### src/rtl/alu_pkg.sv
// alu_pkg: shared opcode encodings and FSM state type for the multi-cycle ALU.
// Opcodes 000..011 keep the legacy single-cycle ALU encodings.
package alu_pkg;

    localparam logic [2:0] OP_FWD   = 3'b000;
    localparam logic [2:0] OP_ADD   = 3'b001;
    localparam logic [2:0] OP_AND   = 3'b010;
    localparam logic [2:0] OP_OR    = 3'b011;
    localparam logic [2:0] OP_SUB   = 3'b100;
    localparam logic [2:0] OP_MUL   = 3'b101;
    localparam logic [2:0] OP_SHIFT = 3'b110;
    localparam logic [2:0] OP_ROR   = 3'b111;

    typedef enum logic [0:0] {
        ST_IDLE = 1'b0,
        ST_EXEC = 1'b1
    } state_e;

endpackage

### src/rtl/alu_comb_core.sv
// alu_comb_core: purely combinational single-cycle part of the ALU.
// Ports:
//   op     - opcode (only FWD/ADD/AND/OR/SUB produce a value, others give 0)
//   a, b   - operands
//   res    - result, WIDTH bits
//   cy     - carry-out for ADD, no-borrow (a >= b) for SUB, 0 otherwise
module alu_comb_core
    import alu_pkg::*;
#(
    parameter int WIDTH = 8
) (
    input  logic [2:0]       op,
    input  logic [WIDTH-1:0] a,
    input  logic [WIDTH-1:0] b,
    output logic [WIDTH-1:0] res,
    output logic             cy
);

    logic [WIDTH:0] sum_s;
    logic [WIDTH:0] diff_s;

    // Opcode decode; SUB is a + ~b + 1 so its carry-out is the no-borrow flag.
    always_comb begin
        sum_s  = {1'b0, a} + {1'b0, b};
        diff_s = {1'b0, a} + {1'b0, ~b} + {{WIDTH{1'b0}}, 1'b1};
        res    = {WIDTH{1'b0}};
        cy     = 1'b0;
        case (op)
            OP_FWD: res = b;
            OP_ADD: begin
                res = sum_s[WIDTH-1:0];
                cy  = sum_s[WIDTH];
            end
            OP_AND: res = a & b;
            OP_OR:  res = a | b;
            OP_SUB: begin
                res = diff_s[WIDTH-1:0];
                cy  = diff_s[WIDTH];
            end
            default: begin
                res = {WIDTH{1'b0}};
                cy  = 1'b0;
            end
        endcase
    end

endmodule

### src/rtl/alu_multicycle.sv
// alu_multicycle: multi-cycle ALU with START/BUSY/DONE handshake.
// Ports:
//   CLK, RESETN        - rising-edge clock, asynchronous active-low reset
//   START              - request, accepted only while the FSM is idle
//   SELECT             - opcode (see alu_pkg)
//   DATA1, DATA2       - operands A and B, captured when START is accepted
//   RESULT/ZERO/CARRY  - registered result and flags, updated on completion
//   BUSY               - iterative op in progress
//   DONE               - one-cycle completion pulse
// Single-cycle ops complete straight from IDLE. MUL, SHIFT and ROR run in
// EXEC, one bit per cycle; the cycle right after acceptance is the first
// EXEC cycle and BUSY is only raised for the remaining iterations, so BUSY
// covers exactly the cycles strictly between the start and finishing edges.
module alu_multicycle
    import alu_pkg::*;
#(
    parameter int WIDTH = 8
) (
    input  logic             CLK,
    input  logic             RESETN,
    input  logic             START,
    input  logic [2:0]       SELECT,
    input  logic [WIDTH-1:0] DATA1,
    input  logic [WIDTH-1:0] DATA2,
    output logic [WIDTH-1:0] RESULT,
    output logic             ZERO,
    output logic             CARRY,
    output logic             BUSY,
    output logic             DONE
);

    localparam int SHW = $clog2(WIDTH);
    localparam logic [SHW:0] CNT_ONE = {{SHW{1'b0}}, 1'b1};
    localparam logic [SHW:0] CNT_MUL = (SHW+1)'(WIDTH);

    state_e           state_q, state_d;
    logic [SHW:0]     cnt_q, cnt_d;
    logic [2:0]       op_q, op_d;
    logic [WIDTH-1:0] a_q, a_d;       // MUL multiplicand
    logic [WIDTH-1:0] sr_q, sr_d;     // shift/rotate value, or MUL low half
    logic [WIDTH-1:0] hi_q, hi_d;     // MUL high half (partial sum)
    logic             dir_q, dir_d;   // 1 = shift right
    logic             cy_q, cy_d;     // last bit shifted/rotated out
    logic [WIDTH-1:0] result_q, result_d;
    logic             zero_q, zero_d;
    logic             carry_q, carry_d;
    logic             busy_q, busy_d;
    logic             done_q, done_d;

    logic [2:0]       core_op_s;
    logic [WIDTH-1:0] core_a_s;
    logic [WIDTH-1:0] core_b_s;
    logic [WIDTH-1:0] core_res_s;
    logic             core_cy_s;

    alu_comb_core #(.WIDTH(WIDTH)) u_core (
        .op  (core_op_s),
        .a   (core_a_s),
        .b   (core_b_s),
        .res (core_res_s),
        .cy  (core_cy_s)
    );

    // Next-state, datapath and output computation for the IDLE/EXEC FSM.
    always_comb begin
        state_d  = state_q;
        cnt_d    = cnt_q;
        op_d     = op_q;
        a_d      = a_q;
        sr_d     = sr_q;
        hi_d     = hi_q;
        dir_d    = dir_q;
        cy_d     = cy_q;
        result_d = result_q;
        zero_d   = zero_q;
        carry_d  = carry_q;
        busy_d   = 1'b0;
        done_d   = 1'b0;
        // In IDLE the core serves the request directly; in EXEC it forms
        // the MUL partial sum hi + (multiplier bit ? A : 0).
        core_op_s = SELECT;
        core_a_s  = DATA1;
        core_b_s  = DATA2;

        case (state_q)
            ST_IDLE: begin
                if (START) begin
                    case (SELECT)
                        OP_MUL: begin
                            state_d = ST_EXEC;
                            cnt_d   = CNT_MUL;
                            op_d    = SELECT;
                            a_d     = DATA1;
                            sr_d    = DATA2;
                            hi_d    = {WIDTH{1'b0}};
                        end
                        OP_SHIFT, OP_ROR: begin
                            if (DATA2[SHW-1:0] != {SHW{1'b0}}) begin
                                state_d = ST_EXEC;
                                cnt_d   = {1'b0, DATA2[SHW-1:0]};
                                op_d    = SELECT;
                                sr_d    = DATA1;
                                dir_d   = DATA2[WIDTH-1];
                                cy_d    = 1'b0;
                            end else begin
                                // Zero amount: A passes through, nothing shifted out.
                                result_d = DATA1;
                                carry_d  = 1'b0;
                                zero_d   = (DATA1 == {WIDTH{1'b0}});
                                done_d   = 1'b1;
                            end
                        end
                        default: begin
                            result_d = core_res_s;
                            carry_d  = core_cy_s;
                            zero_d   = (core_res_s == {WIDTH{1'b0}});
                            done_d   = 1'b1;
                        end
                    endcase
                end else begin
                    state_d = ST_IDLE;
                end
            end

            ST_EXEC: begin
                core_op_s = OP_ADD;
                core_a_s  = hi_q;
                core_b_s  = sr_q[0] ? a_q : {WIDTH{1'b0}};
                cnt_d     = cnt_q - CNT_ONE;
                case (op_q)
                    OP_MUL: begin
                        // Shift {carry, sum, low} right by one.
                        hi_d = {core_cy_s, core_res_s[WIDTH-1:1]};
                        sr_d = {core_res_s[0], sr_q[WIDTH-1:1]};
                    end
                    OP_SHIFT: begin
                        if (dir_q) begin
                            sr_d = {1'b0, sr_q[WIDTH-1:1]};
                            cy_d = sr_q[0];
                        end else begin
                            sr_d = {sr_q[WIDTH-2:0], 1'b0};
                            cy_d = sr_q[WIDTH-1];
                        end
                    end
                    OP_ROR: begin
                        sr_d = {sr_q[0], sr_q[WIDTH-1:1]};
                        cy_d = sr_q[0];
                    end
                    default: begin
                        sr_d = sr_q;
                    end
                endcase

                if (cnt_q == CNT_ONE) begin
                    state_d  = ST_IDLE;
                    done_d   = 1'b1;
                    result_d = sr_d;
                    if (op_q == OP_MUL) begin
                        carry_d = (hi_d != {WIDTH{1'b0}});
                    end else begin
                        carry_d = cy_d;
                    end
                    zero_d = (sr_d == {WIDTH{1'b0}});
                end else begin
                    busy_d = 1'b1;
                end
            end

            default: begin
                state_d = ST_IDLE;
            end
        endcase
    end

    // State and output registers; reset discards any op in flight.
    always_ff @(posedge CLK or negedge RESETN) begin
        if (!RESETN) begin
            state_q  <= ST_IDLE;
            cnt_q    <= {(SHW+1){1'b0}};
            op_q     <= OP_FWD;
            a_q      <= {WIDTH{1'b0}};
            sr_q     <= {WIDTH{1'b0}};
            hi_q     <= {WIDTH{1'b0}};
            dir_q    <= 1'b0;
            cy_q     <= 1'b0;
            result_q <= {WIDTH{1'b0}};
            zero_q   <= 1'b0;
            carry_q  <= 1'b0;
            busy_q   <= 1'b0;
            done_q   <= 1'b0;
        end else begin
            state_q  <= state_d;
            cnt_q    <= cnt_d;
            op_q     <= op_d;
            a_q      <= a_d;
            sr_q     <= sr_d;
            hi_q     <= hi_d;
            dir_q    <= dir_d;
            cy_q     <= cy_d;
            result_q <= result_d;
            zero_q   <= zero_d;
            carry_q  <= carry_d;
            busy_q   <= busy_d;
            done_q   <= done_d;
        end
    end

    assign RESULT = result_q;
    assign ZERO   = zero_q;
    assign CARRY  = carry_q;
    assign BUSY   = busy_q;
    assign DONE   = done_q;

endmodule

### config.mk
export PLATFORM = sky130hd
export DESIGN_NAME = alu_multicycle
export DESIGN_NICKNAME = d
export VERILOG_FILES = /design/src/rtl/alu_pkg.sv /design/src/rtl/alu_comb_core.sv /design/src/rtl/alu_multicycle.sv
export SDC_FILE = /design/constraint.sdc
export NUM_CORES = 1
export LEC_CHECK = 0
export ABC_AREA = 1
export ABC_CLOCK_PERIOD_IN_PS = 4000
export BUFFER_PORTS_ARGS = -buffer_cell sky130_fd_sc_hd__buf_2
export CAP_MARGIN = 0
export CORE_MARGIN = 3
export CORE_UTILIZATION = 47
export CTS_CLUSTER_DIAMETER = 150
export DETAILED_ROUTE_END_ITERATION = 10
export HOLD_SLACK_MARGIN = 0.03
export PLACE_DENSITY = 0.64
export SLEW_MARGIN = 10
export SYNTH_ARGS = -nofsm -noshare
export SYNTH_HDL_FRONTEND = slang
export SYNTH_SLANG_ARGS = --single-unit
### constraint.sdc
create_clock -name CLK -period 4 [get_ports CLK]
set_input_delay 0.4 -clock CLK [delete_from_list [all_inputs] [get_ports CLK]]
set_output_delay 0.4 -clock CLK [all_outputs]
set_load 0.05 [all_outputs]
==> impl_metrics.toml <==
[floorplan]
fp.dieW_um = 97.6
fp.coreArea_um2 = 7930
num_rows = 32
die_area_um2 = 9530
io_pins = 34
die_h_um = 97.6
start_util = 0.497

[cts]
h-tree-depth = 2
cts_setup_buffers = 0
clkTransAtPathRegs_ns = 0.09
ctsResizeCount = 0
postCtsHoldBufs = 0
cts-root-buf = "clkbuf_8"
clk_latency_ns = 0.31
clk_path_buf_depth = 2
cts_buffers = 5
cts_tree = "built"
cts.sinks = 46

[routing]
vias = 4086
ant_nets = 0
drc = 0
drtIter0Drc = 359
routed_via_density = 5.55
drt_first_pass_iters = 5
wl_um = 11900
routedWlPerCell_um = 16.2

[timing]
rsz0062_at_grt = "false"
hold_viol = 0
max_freq_mhz = 316
tightest_slew_ns = 1.07
setup_tns_ns = 0
period_minus_slack_ns = 3.16
slew_viol_final = 0
fin_crit_sh = 0.791
setup_viol = 0
slew-limit-headroom = 0.288
finalClockSkew_ns = 0.00806

[synthesis]
syn_inst = 601
ys.flop_type = "dfrtp_1"
yosys.cell_types.count = 39
synth_edf_count = 0
async_reset_ff_frac = 1.00
yosysSeqAreaShare = 0.292
synthesis.area_um2 = 3940
synth_fp_nets = 650
ys_warn_count = 0
ys_seq_elements = 46
syn_avg_cell_area_um2 = 6.56

[power]
peakVddDrop_uv = 412
leakage_uw = 0.00234
power_uw = 4290
power_density_nw_per_um2 = 989

[place]
dp_hpwl_um = 9380
finalWeightedCongestion = 0.932
io_buffers = 33

[global_route]
grt_max_degree = 47
grt.overflow.total = 0
grt_pass1_wl_um = 19300
grt_pass1_vias = 3768
grt_use_total = 0.251
antenna_found_initial = 0

[cells_and_area]
diodes = 0
area_growth_pct = 9.96
drive_gt1_frac = 0.123
nNetsFinal = 682

[critical_path]
crit_path_start = "state_q"
cp.arrival_ns = 3.35
worstPathRequired_ns = 4.19
cp_max_fo = 19
startpoint_type = "flip-flop"
cp-end-kind = "flip-flop"
r2r_start = "state_q"
crit_type = "reg2reg"

[job]
drv_cap = 0

[status]
outcome = "finished, final reports clean"

[min_path]
hp-class = "in2async"
cell families (layout without fill, tap and decap cells):
group           Yosys count  in the layout  synth area share
compound gates          134            134             0.198
xor+xnor                  1              1           0.00222
fa+ha+maj                27             27            0.0857
buf+inv                 121            154             0.122
flops                    46             46             0.292
simple gates            272            272             0.300
cell usage after synthesis (8+ instances only):
cell type  number  area (µm²)
nor2_1         77         289
inv_2          10        37.5
o22ai_1        13        81.3
nand2_1       125         469
nand3_1        34         170
ha_1           27         338
o21ai_0        54         270
inv_1          98         368
nand2_2         8        50.1
dfrtp_1        46        1150
a21oi_1        41         205
report_power, final:
group / total, µW / internal, µW / switching, µW
combinational: 3010 / 923 / 2080
sequential: 846 / 688 / 158
clock: 439 / 267 / 172
through the flow:
stage	hold WS, ns	cells	util	worst slack [ns]	instance area, µm²
global placement	0.470	728	0.529	0.988	4190
CTS	0.311	736	0.547	0.866	4340
finish	0.284	736	0.547	0.836	4340
detailed placement	0.485	728	0.529	0.879	4190
global route	0.359	736	0.547	0.422	4340
floorplan	0.104	601	-	0.957	3940
per-layer routing:
| metal | wire [µm] | track usage |
|---|---|---|
| met1 | 5650 | 0.372 |
| met2 | 5090 | 0.377 |
| met3 | 935 | 0.0459 |
| met4 | 211 | 0.0564 |
| met5 | 0 | 0 |
sequential cells by signal, summed over array words and instances, names as in the netlist:
register / cells
state_q: 1
op_q: 3
cy_q: 1
sr_q: 8
ZERO: 1
hi_q: 8
DONE: 1
RESULT: 8
CARRY: 1
BUSY: 1
cnt_q: 4
dir_q: 1
a_q: 8
worst paths after layout:
kind	end	slack (ns)	depth (start not counted)
setup / recovery	CARRY	0.84	19
hold / removal	a_q[2]	0.28	1
setup reg to reg	CARRY	0.84	19
hold reg to reg	a_q[4]	0.51	2
max in group asynchronous	hi_q[5]	3.06	1
min in group CLK	a_q[2]	0.34	3
cell type report:
type                       instances  area [µm²]
fill                             803        3590
multi-input combinational        434        2310
sequential                        46        1150
inverter                         109         409
timing repair buffer              37         195
tap                              102         128
clock buffer                       6        82.6
clock inverter                     2        60.1
placed cells by master (no fill, tap or decap), types with 2 or more instances in the layout:
| cell | n |
|---|---|
| a211oi_1 | 4 |
| a21oi_1 | 41 |
| a22oi_4 | 2 |
| a31oi_1 | 7 |
| a32oi_1 | 3 |
| buf_2 | 33 |
| buf_4 | 4 |
| bufinv_16 | 2 |
| clkbuf_8 | 6 |
| dfrtp_1 | 46 |
| ha_1 | 27 |
| inv_1 | 98 |
| inv_2 | 10 |
| nand2_1 | 125 |
| nand2_2 | 8 |
| nand3_1 | 34 |
| nand3_2 | 4 |
| nand4_1 | 7 |
| nor2_1 | 77 |
| nor2_2 | 2 |
| nor3_1 | 7 |
| nor4_1 | 2 |
| o21ai_0 | 54 |
| o21ai_1 | 2 |
| o22ai_1 | 13 |
| or2_2 | 2 |
worst max-delay path: stages (launching register included):
cell and delay [ns]:
dfrtp_1 0.44, inv_2 0.31, buf_4 0.29, nand2_1 0.08
nand2_2 0.09, inv_1 0.06, ha_1 0.40, inv_1 0.12
a21oi_1 0.18, inv_1 0.06, nor2_1 0.16, nand3_1 0.09
nand3_1 0.08, nand2_1 0.06, nor2_2 0.14, nand2_1 0.06
nor2_1 0.12, nand3_1 0.10, o21bai_1 0.13, a21oi_1 0.08
Power figures use the tool's default switching activity.
